$ cat config.mk
export PLATFORM = sky130hd
export DESIGN_NAME = alu_arbiter_flat
export DESIGN_NICKNAME = d
export VERILOG_FILES = /design/src/rtl/alu_arbiter_if.sv /design/src/rtl/alu_arbiter.sv /design/src/flat_wrapper.sv
export SDC_FILE = /design/constraint.sdc
export NUM_CORES = 1
export LEC_CHECK = 0
export CORE_ASPECT_RATIO = 0.75
export CORE_MARGIN = 2
export CORE_UTILIZATION = 30
export DETAILED_ROUTE_END_ITERATION = 6
export HOLD_SLACK_MARGIN = 0.03
export PLACE_DENSITY = 0.66
export SETUP_SLACK_MARGIN = 0.2
export SLEW_MARGIN = 20
export SYNTH_ARGS = -nofsm -noshare
export SYNTH_HDL_FRONTEND = slang
export SYNTH_SLANG_ARGS = --single-unit
$ cat constraint.sdc
create_clock -name clk_i -period 2.6 [get_ports clk_i]
set_clock_uncertainty 0.15 [all_clocks]
set_input_delay 0.39 -clock clk_i [delete_from_list [all_inputs] [get_ports clk_i]]
set_output_delay 0.39 -clock clk_i [all_outputs]
set_load 0.05 [all_outputs]
$ cat src/rtl/alu_arbiter_if.sv
// Handshake and shared-ALU bundle for alu_arbiter.
// slave: arbiter side; master: requesters plus the shared ALU.
interface alu_arbiter_if;
  logic        req0_valid_i;
  logic        req0_ready_o;
  logic [31:0] req0_data1_i;
  logic [31:0] req0_data2_i;
  logic [2:0]  req0_opcode_i;
  logic        req1_valid_i;
  logic        req1_ready_o;
  logic [31:0] req1_data1_i;
  logic [31:0] req1_data2_i;
  logic [2:0]  req1_opcode_i;
  logic        resp0_valid_o;
  logic        resp0_ready_i;
  logic        resp1_valid_o;
  logic        resp1_ready_i;
  logic [31:0] resp_data_o;
  logic        resp_zero_o;
  logic [31:0] alu_data1_o;
  logic [31:0] alu_data2_o;
  logic [2:0]  alu_opcode_o;
  logic [31:0] alu_data_i;
  logic        alu_zero_i;
  logic        busy_o;

  modport slave (
    input  req0_valid_i, req0_data1_i,
    input  req0_data2_i, req0_opcode_i,
    input  req1_valid_i, req1_data1_i,
    input  req1_data2_i, req1_opcode_i,
    input  resp0_ready_i, resp1_ready_i,
    input  alu_data_i, alu_zero_i,
    output req0_ready_o, req1_ready_o,
    output resp0_valid_o, resp1_valid_o,
    output resp_data_o, resp_zero_o,
    output alu_data1_o, alu_data2_o,
    output alu_opcode_o, busy_o
  );

  modport master (
    output req0_valid_i, req0_data1_i,
    output req0_data2_i, req0_opcode_i,
    output req1_valid_i, req1_data1_i,
    output req1_data2_i, req1_opcode_i,
    output resp0_ready_i, resp1_ready_i,
    output alu_data_i, alu_zero_i,
    input  req0_ready_o, req1_ready_o,
    input  resp0_valid_o, resp1_valid_o,
    input  resp_data_o, resp_zero_o,
    input  alu_data1_o, alu_data2_o,
    input  alu_opcode_o, busy_o
  );
endinterface

$ cat src/rtl/alu_arbiter.sv
// Two-requester arbiter for one shared ALU, one op in flight.
// Ports: clk_i, rst_i (sync, active-high), bus (alu_arbiter_if.slave).
// ALU_LAT: ALU settle cycles (1..8) before the result is captured.
// Macro ALU_ARB_ROUND_ROBIN_EN: round-robin ties, else req0 wins.
module alu_arbiter #(
  parameter int ALU_LAT = 1
) (
  input logic          clk_i,
  input logic          rst_i,
  alu_arbiter_if.slave bus
);

  typedef enum logic [1:0] {
    IDLE,
    EXEC,
    RESP
  } state_t;

  localparam logic [2:0] CNT_INIT = 3'(ALU_LAT - 1);

  state_t      state_q;
  state_t      state_d;
  logic [2:0]  cnt_q;
  logic [31:0] d1_q;
  logic [31:0] d2_q;
  logic [2:0]  op_q;
  logic [31:0] res_q;
  logic        zero_q;
  logic        gnt_q;
  logic        gnt;
  logic        tie1;
  logic        rdy0;
  logic        rdy1;
  logic        rv0;
  logic        rv1;
  logic        busy;
  logic        req_hs;
  logic        resp_hs;

`ifdef ALU_ARB_ROUND_ROBIN_EN
  // Last-served pointer; reset to 1 so req0 wins the first tie.
  logic last_q;

  always_ff @(posedge clk_i) begin
    if (rst_i) begin
      last_q <= 1'b1;
    end else if (resp_hs) begin
      last_q <= gnt_q;
    end
  end

  assign tie1 = ~last_q;
`else
  assign tie1 = 1'b0;
`endif

  assign gnt = bus.req1_valid_i &
               (~bus.req0_valid_i | tie1);

  assign req_hs  = (bus.req0_valid_i & rdy0) |
                   (bus.req1_valid_i & rdy1);
  assign resp_hs = (state_q == RESP) &
                   (gnt_q ? bus.resp1_ready_i
                          : bus.resp0_ready_i);

  always_ff @(posedge clk_i) begin
    if (rst_i) begin
      state_q <= IDLE;
    end else begin
      state_q <= state_d;
    end
  end

  always_comb begin
    state_d = state_q;
    unique case (state_q)
      IDLE: if (req_hs) state_d = EXEC;
      EXEC: if (cnt_q == 3'd0) state_d = RESP;
      RESP: if (resp_hs) state_d = IDLE;
      default: state_d = IDLE;
    endcase
  end

  // Ready is also held low while reset is asserted.
  always_comb begin
    rdy0 = 1'b0;
    rdy1 = 1'b0;
    rv0  = 1'b0;
    rv1  = 1'b0;
    busy = 1'b1;
    unique case (state_q)
      IDLE: begin
        busy = 1'b0;
        rdy0 = ~rst_i & ~gnt;
        rdy1 = ~rst_i & gnt;
      end
      EXEC: busy = 1'b1;
      RESP: begin
        rv0 = ~gnt_q;
        rv1 = gnt_q;
      end
      default: busy = 1'b1;
    endcase
  end

  always_ff @(posedge clk_i) begin
    if (rst_i) begin
      cnt_q  <= 3'd0;
      d1_q   <= '0;
      d2_q   <= '0;
      op_q   <= '0;
      gnt_q  <= 1'b0;
      res_q  <= '0;
      zero_q <= 1'b0;
    end else begin
      if (state_q == IDLE && req_hs) begin
        cnt_q <= CNT_INIT;
        gnt_q <= gnt;
        d1_q  <= gnt ? bus.req1_data1_i
                     : bus.req0_data1_i;
        d2_q  <= gnt ? bus.req1_data2_i
                     : bus.req0_data2_i;
        op_q  <= gnt ? bus.req1_opcode_i
                     : bus.req0_opcode_i;
      end
      if (state_q == EXEC) begin
        if (cnt_q == 3'd0) begin
          res_q  <= bus.alu_data_i;
          zero_q <= bus.alu_zero_i;
        end else begin
          cnt_q <= cnt_q - 3'd1;
        end
      end
    end
  end

  assign bus.req0_ready_o  = rdy0;
  assign bus.req1_ready_o  = rdy1;
  assign bus.resp0_valid_o = rv0;
  assign bus.resp1_valid_o = rv1;
  assign bus.busy_o        = busy;
  assign bus.resp_data_o   = res_q;
  assign bus.resp_zero_o   = zero_q;
  assign bus.alu_data1_o   = d1_q;
  assign bus.alu_data2_o   = d2_q;
  assign bus.alu_opcode_o  = op_q;

endmodule

$ cat src/flat_wrapper.sv
// flat-port wrapper written by rule: the top's interface ports become plain ports
module alu_arbiter_flat 
#(
  parameter int ALU_LAT = 1
)
  (clk_i, rst_i, bus_req0_valid_i, bus_req0_data1_i, bus_req0_data2_i, bus_req0_opcode_i, bus_req1_valid_i, bus_req1_data1_i, bus_req1_data2_i, bus_req1_opcode_i, bus_resp0_ready_i, bus_resp1_ready_i, bus_alu_data_i, bus_alu_zero_i, bus_req0_ready_o, bus_req1_ready_o, bus_resp0_valid_o, bus_resp1_valid_o, bus_resp_data_o, bus_resp_zero_o, bus_alu_data1_o, bus_alu_data2_o, bus_alu_opcode_o, bus_busy_o);
  alu_arbiter_if bus_i ();
  input logic clk_i;
  input logic rst_i;
  input wire logic [$bits(bus_i.req0_valid_i)-1:0] bus_req0_valid_i;
  input wire logic [$bits(bus_i.req0_data1_i)-1:0] bus_req0_data1_i;
  input wire logic [$bits(bus_i.req0_data2_i)-1:0] bus_req0_data2_i;
  input wire logic [$bits(bus_i.req0_opcode_i)-1:0] bus_req0_opcode_i;
  input wire logic [$bits(bus_i.req1_valid_i)-1:0] bus_req1_valid_i;
  input wire logic [$bits(bus_i.req1_data1_i)-1:0] bus_req1_data1_i;
  input wire logic [$bits(bus_i.req1_data2_i)-1:0] bus_req1_data2_i;
  input wire logic [$bits(bus_i.req1_opcode_i)-1:0] bus_req1_opcode_i;
  input wire logic [$bits(bus_i.resp0_ready_i)-1:0] bus_resp0_ready_i;
  input wire logic [$bits(bus_i.resp1_ready_i)-1:0] bus_resp1_ready_i;
  input wire logic [$bits(bus_i.alu_data_i)-1:0] bus_alu_data_i;
  input wire logic [$bits(bus_i.alu_zero_i)-1:0] bus_alu_zero_i;
  output wire logic [$bits(bus_i.req0_ready_o)-1:0] bus_req0_ready_o;
  output wire logic [$bits(bus_i.req1_ready_o)-1:0] bus_req1_ready_o;
  output wire logic [$bits(bus_i.resp0_valid_o)-1:0] bus_resp0_valid_o;
  output wire logic [$bits(bus_i.resp1_valid_o)-1:0] bus_resp1_valid_o;
  output wire logic [$bits(bus_i.resp_data_o)-1:0] bus_resp_data_o;
  output wire logic [$bits(bus_i.resp_zero_o)-1:0] bus_resp_zero_o;
  output wire logic [$bits(bus_i.alu_data1_o)-1:0] bus_alu_data1_o;
  output wire logic [$bits(bus_i.alu_data2_o)-1:0] bus_alu_data2_o;
  output wire logic [$bits(bus_i.alu_opcode_o)-1:0] bus_alu_opcode_o;
  output wire logic [$bits(bus_i.busy_o)-1:0] bus_busy_o;
  assign bus_i.req0_valid_i = bus_req0_valid_i;
  assign bus_i.req0_data1_i = bus_req0_data1_i;
  assign bus_i.req0_data2_i = bus_req0_data2_i;
  assign bus_i.req0_opcode_i = bus_req0_opcode_i;
  assign bus_i.req1_valid_i = bus_req1_valid_i;
  assign bus_i.req1_data1_i = bus_req1_data1_i;
  assign bus_i.req1_data2_i = bus_req1_data2_i;
  assign bus_i.req1_opcode_i = bus_req1_opcode_i;
  assign bus_i.resp0_ready_i = bus_resp0_ready_i;
  assign bus_i.resp1_ready_i = bus_resp1_ready_i;
  assign bus_i.alu_data_i = bus_alu_data_i;
  assign bus_i.alu_zero_i = bus_alu_zero_i;
  assign bus_req0_ready_o = bus_i.req0_ready_o;
  assign bus_req1_ready_o = bus_i.req1_ready_o;
  assign bus_resp0_valid_o = bus_i.resp0_valid_o;
  assign bus_resp1_valid_o = bus_i.resp1_valid_o;
  assign bus_resp_data_o = bus_i.resp_data_o;
  assign bus_resp_zero_o = bus_i.resp_zero_o;
  assign bus_alu_data1_o = bus_i.alu_data1_o;
  assign bus_alu_data2_o = bus_i.alu_data2_o;
  assign bus_alu_opcode_o = bus_i.alu_opcode_o;
  assign bus_busy_o = bus_i.busy_o;
  alu_arbiter #(.ALU_LAT(ALU_LAT)) u_core (.clk_i(clk_i), .rst_i(rst_i), .bus(bus_i));
endmodule
Word-level counts from Yosys, hierarchy flattened

Index checks and enable logic that the tools add are counted.

Register bits: 106
Input port bits: 173
Logic and storage cells: 46

$add $sub $neg: 1
Equality and inequality tests: 5
Mux-type cells: 16
Bitwise logic cells: 11
Reduce and logical (&&, ||, !) cells: 5

Operators with widths:

| kind                | number |
|---|---|
| $mux 32             | 2 |
| $mux 3              | 4 |
| $and 1x1->1         | 6 |
| $mux 1              | 6 |
| $mux 2              | 3 |
| $ne 2x1->1 const B  | 3 |
| $pmux 2 s3          | 1 |
| $not 1->1           | 4 |
| $logic_not 3->1     | 1 |
| $reduce_and 3->1    | 1 |
| $sub 3x1->3 const B | 1 |
| $eq 2x1->1 const B  | 1 |
| $eq 2x2->1 const B  | 1 |
| $logic_not 2->1     | 1 |
| $reduce_and 2->1    | 1 |
| $logic_and 1x1->1   | 1 |
| $or 1x1->1          | 1 |

Depth between registers and ports, before layout

Gate-level depths: netlist (run 1).

Depth in word-level cells: 11
Mapped depth: 7

Least setup slack after synthesis (run 1)

Ideal clock, no wire load.

Path kind: register to output
Start: reg u_core.state_q[1]
End: out bus_resp1_valid_o
Arrival: 1704 ps
Data required time: 2060 ps
Slack: 356 ps
Stages on the path, launching flop included: 3
Buffers on the path: 0
Path through: dfxtp_1 -> inv_1 -> nor3b_1

Word-level cells in the longest chain between the ends: 2

RTL lines:

| what                   | RTL line           | RTL |
|---|---|---|
| from (decl)            | alu_arbiter.sv:21  | `state_t state_q;` |
| from (signal assigned) | alu_arbiter.sv:70  | `state_q <= state_d;` |
| $eq 2x2->1             | alu_arbiter.sv:91  | `unique case (state_q)` |
| $mux 1                 | alu_arbiter.sv:91  |  |
| to (decl)              | flat_wrapper.sv:25 | `output wire logic [$bits(bus_i.resp1_valid_o)-1:0] bus_resp1_valid_o;` |

No other way between the ends.

Final worst setup path (run 1)

Start: reg u_core.state_q[1]
End: out bus_resp0_valid_o

Word-level cells in the longest chain between the ends: 2

RTL lines:

| what       | RTL line           | RTL |
|---|---|---|
| $eq 2x2->1 | alu_arbiter.sv:91  |  |
| $mux 1     | alu_arbiter.sv:91  |  |
| to (decl)  | flat_wrapper.sv:24 | `output wire logic [$bits(bus_i.resp0_valid_o)-1:0] bus_resp0_valid_o;` |

No other way between the ends.

==> results.cfg, run 1 <==
[cells_and_area]
diodes = 0
final_common_cell = clkdlybuf4s50_1
postLayoutCoreUtil_pct = 51.7
drive_above_1_share_pct = 8.12
final_cells = 956
regArea_um2 = 2120
areaGrowthSynthToFinish_pct = 67.4
multiInputGateArea_um2 = 2310
fill_cells = 1372
nNetsFinal = 921
final_cell_mix = clkdlybuf4s50_1 (271), dfxtp_1 (106), a21oi_1 (103)

[sta]
min_period_over_period_pct = 88.5
finalHoldViolCount = 0
period_needed_ns = 2.30
slew_headroom_pct = 63.0
maxSlewViolCount = 0
rsz0062_at_grt = no
worst_pin_slew_ns = 0.553
setup_tns_ns = 0
setup_viol = 0
fmax_ghz = 0.435

[die]
rows = 39
die_x_um = 149
die_area_um2 = 16800
initial_utilization_pct = 30.9
coreArea_um2 = 15400
io_pins = 278
die-height_um = 113

[yosys]
syn-mean-instance-area_um2 = 9.55
synth_area_um2 = 4740
syn_inst = 497
synth-warning-count = 0
synth.yosys.seq_area_share_pct = 44.7
ys_types = 36
ys_seq_elements = 106
synth_nets = 672
synth_area_leader_cell = dfxtp_1
synth_area_leaders = dfxtp_1 (45%), mux2i_1 (14%), a21oi_1 (11%)
synth_top_area_share_pct = 44.7

[clock_network]
clk_path_buf_depth = 2
path_clk_slew_ns = 0.08
cts_tree = built
clkLatencyLatePin_ns = 0.35
post_cts_buffers = 0
clock_sinks = 106
cts.htree.levels = 3
root_buffer = clkbuf_16
cts_buffers = 9

[route]
vias = 4623
first_pass_iters = 4
drt_wl_total_um = 15400
postRouteAntennaNets = 0
drtIter0Drc = 127
drc = 0
wl_per_cell_um = 16.2
viasPerCell = 4.84

[grt]
grtUsageTotal_pct = 17.8
grt_pass1_vias = 4692
grt_max_degree = 69
antenna_found_initial = 0
grt_pass1_wl_um = 23900
overflow = 0

[min_path]
hold_class = flop to flop
holdPathStages = 2

[outcome]
status = complete, no violations

[critical_path]
endpoint_kind = primary output
r2r_cells = 6
crit_type = flop to primary output
crit_path_start_kind = flop
critPathRequiredTime_ns = 2.06
crit_fanout = 7
arrival_ns = 1.76

[power]
total_power_uw = 4810
powerDensity_nw_per_um2 = 605
p_leak_uw = 0.00308
max-vdd-ir-drop_mv = 0.280

[run]
maxCapViolCount = 0

[placement]
dp_cells = 940
port_buffers = 277
place_hpwl_um = 11300
gp_congestion = 0.754
-- report_power, final --
| group | switching, µW | total, µW | internal, µW |
|---|---|---|---|
| combinational | 839 | 1460 | 617 |
| clock | 660 | 1530 | 867 |
| sequential | 73.0 | 1820 | 1750 |
| total | 1570 | 4810 | 3240 |
-- final cells by class --
type | count | area share [%]
Clock buffer | 9 | 2.84
Clock inverter | 7 | 1.39
Inverter | 5 | 0.236
Multi-Input combinational cell | 335 | 29.1
Sequential cell | 106 | 26.7
Tap cell | 205 | 3.23
Timing Repair Buffer | 289 | 36.5
-- sequential cells by signal, indices dropped and copies added, names as in the netlist --
name,cells
u_core.bus.alu_data1_o,32
u_core.bus.alu_data2_o,32
u_core.bus.resp_data_o,32
u_core.bus.alu_opcode_o,3
u_core.cnt_q,3
u_core.state_q,2
u_core.bus.resp_zero_o,1
u_core.gnt_q,1
-- worst max-delay path: stages (launching register included) --
cell and delay, ns:
dfxtp_1 0.52, inv_1 0.14, nor3_1 0.18, dlygate4sd2_1 0.57
-- per-layer routing --
layer | up-vias | GRT usage, % | share of wire [%]
li1 | 2292 | - | -
met1 | 2130 | 20.6 | 42
met2 | 176 | 30.2 | 47
met3 | 25 | 7.26 | 9.1
met4 | 0 | 5.27 | 1.9
met5 | - | 0 | 0
-- cell usage after synthesis, drive strengths merged --
cell type,count
or3,2
nor3,2
nor3b,1
a211oi,68
a221oi,1
dfxtp,106
nand2,69
mux2i,67
a31oi,1
a211o,1
and2b,1
a21oi,103
o21ai,1
or2,1
a31o,1
nand2b,3
inv,5
o32ai,1
buf,39
mux2,1
a311oi,1
nand4bb,1
nor4bb,1
nor2,5
ha,2
and2,1
clkbuf,12
-- per-stage QoR --
stage / worst slack, ns / instance area (µm²) / hold slack (ns)
final: 0.299 / 7940 / 0.307
after global routing: 0.204 / 7940 / 0.332
after CTS: 0.268 / 7940 / 0.309
after detailed placement: 0.375 / 7610 / 0.298
after global placement: 0.392 / 7610 / 0.292
after floorplan: 0.356 / 4740 / 0.333
-- worst paths after layout --
kind	start	endpoint	slack, ns
min reg2reg	u_core.bus.resp_zero_o	u_core.bus.resp_zero_o	0.31
max	u_core.state_q[1]	bus_resp0_valid_o	0.30
max reg2reg	u_core.cnt_q[0]	u_core.bus.resp_data_o[20]	0.82
min	u_core.bus.resp_zero_o	u_core.bus.resp_zero_o	0.31
-- cell families after synthesis --
logic type	count (synthesis)	share of synthesized area, %
adder cells (fa/ha/maj)	2	0.527
flip-flops	106	44.7
AND/OR/NAND/NOR	87	8.25
AO/OA/AOI/OAI	178	25.1
multiplexers	68	14.4
buffers and inverters	56	7.04
-- repair_timing --
action                                  4_1_cts  5_1_grt
endpoints found under the setup margin        2        0
hold buffers                                  0        0
gates resized for setup                       2        0
No activity file was read; power rests on OpenSTA's default activity.
==> inputs of run 2 (changes only) <==
- REMOVE_ABC_BUFFERS: default -> 1
==> run 2 against run 1 <==
  * Design area barely moved
  * Maximum frequency is 0.53% higher
  * Clock power fell by 10%
  * Routed wire length grew 0.96%
  * Largest power group unchanged
  * Worst setup slack better by 0.012 ns
  * Sequential power hardly changed
==> results.cfg, run 2 (same netlist as run 1, synthesis figures left out) <==
[cells_and_area]
postLayoutCoreUtil_pct = 51.6
nNetsFinal = 921
diodes = 0
design_area_um2 = 7940
areaGrowthSynthToFinish_pct = 67.3
final_cell_mix = clkdlybuf4s50_1 (271), dfxtp_1 (106), a21oi_1 (103)
drive_above_1_share_pct = 7.99
final_common_cell = clkdlybuf4s50_1
fill_cells = 1392

[critical_path]
critPathMaxStageDelay_ns = 0.55
r2r_cells = 4
crit_fanout = 7
endpoint_kind = primary output
crit_path_start_kind = flop
cp_slowest_cell = dlygate4sd2_1
r2r_start = u_core.state_q[0]
crit_type = flop to primary output
reg2reg_slack_ns = 0.85
setup.worst_path.start = u_core.state_q[1]
cp_cell_sequence = inv_1, nor3_1, dlygate4sd2_1
r2r-end = u_core.bus.alu_data2_o[0]
arrival_ns = 1.75
critPathRequiredTime_ns = 2.06

[sta]
period_needed_ns = 2.29
maxSlewViolCount = 0
rsz0062_at_grt = no
slew_headroom_pct = 63.0
setup_viol = 0
min_period_over_period_pct = 88.0
setup_tns_ns = 0
fmax_ghz = 0.437
fin_hold_ws_ns = 0.170
finalHoldViolCount = 0
worst_pin_slew_ns = 0.553

[power]
powerDensity_nw_per_um2 = 587
max-vdd-ir-drop_mv = 0.366
p_leak_uw = 0.00307

[grt]
grt_pass1_vias = 4836
grt_pass1_wl_um = 24200
antenna_found_initial = 0
grt_max_degree = 104
grtUsageTotal_pct = 18.0
overflow = 0

[die]
die-height_um = 113
coreArea_um2 = 15400
rows = 39
io_pins = 278
initial_utilization_pct = 30.9
die_x_um = 149
die_area_um2 = 16800

[route]
drt_wl_total_um = 15600
drtIter0Drc = 231
wl_per_cell_um = 16.3
drc = 0
postRouteAntennaNets = 0
viasPerCell = 4.88
vias = 4667
first_pass_iters = 6

[clock_network]
root_buffer = clkbuf_16
clock_sinks = 106
cts_buffers = 9
cts.htree.levels = 3
clk_path_buf_depth = 2
clkLatencyLatePin_ns = 0.34
cts_tree = built
path_clk_slew_ns = 0.07
ctsHoldBuffers = 0

[min_path]
worstHoldStart = rst_i
hold_class = input pin to flop
holdPathStages = 2
hold_path_end = u_core.bus.resp_data_o[1]

[placement]
port_buffers = 277
place_hpwl_um = 11500
placed_area_um2 = 7650
gp_congestion = 0.784

[run]
maxCapViolCount = 0

[outcome]
status = complete, no violations
==> run 2: timing repair <==
item,in CTS,in global routing
endpoints found under the setup margin,3,1
gates resized for setup,3,3
buffers inserted,0,0
==> run 2: critical path: cells and delay by family, from the launching register on <==
kind                   cells  cell delay (ns)
buffers and inverters      2             0.69
DFF                        1             0.51
and+or+nand+nor            1             0.21
==> run 2: through the flow <==
step / instances / setup WS [ns] / power (µW)
after floorplan: 446 / -1.58 / 2660
after detailed placement: 940 / 0.343 / 3340
after global placement: 940 / 0.380 / 3310
after CTS: 956 / 0.257 / 4710
after global routing: 956 / 0.213 / 4860
final: 956 / 0.311 / 4660
==> run 2: worst max-delay path by stage <==
stage	endpoint
final	bus_resp0_valid_o
after global routing	bus_resp0_valid_o
after CTS	bus_resp1_valid_o
after detailed placement	u_core.bus.alu_data1_o[26]
after global placement	bus_resp1_valid_o
after floorplan	bus_req1_ready_o
==> run 2: routing by layer <==
layer	vias up	GRT usage (%)	wire length, µm
li1	2285	-	-
met1	2219	21.5	6700
met2	141	31.5	7630
met3	22	4.84	947
met4	0	6.03	322
met5	-	0	0
==> run 2: power breakdown <==
group | total [µW] | internal [µW] | switching (µW)
Sequential | 1820 | 1750 | 72.3
Clock | 1370 | 750 | 621
Combinational | 1470 | 624 | 843
Total | 4660 | 3130 | 1540
==> run 2: layout make-up <==
class | instances | area, µm² | share of cell area [%]
clock buffer | 10 | 229 | 2.88
clock inverter | 6 | 66.3 | 0.835
inverter | 5 | 18.8 | 0.236
multi-input combinational | 335 | 2310 | 29.1
sequential | 106 | 2120 | 26.7
tap | 205 | 256 | 3.23
timing repair buffer | 289 | 2940 | 37.0
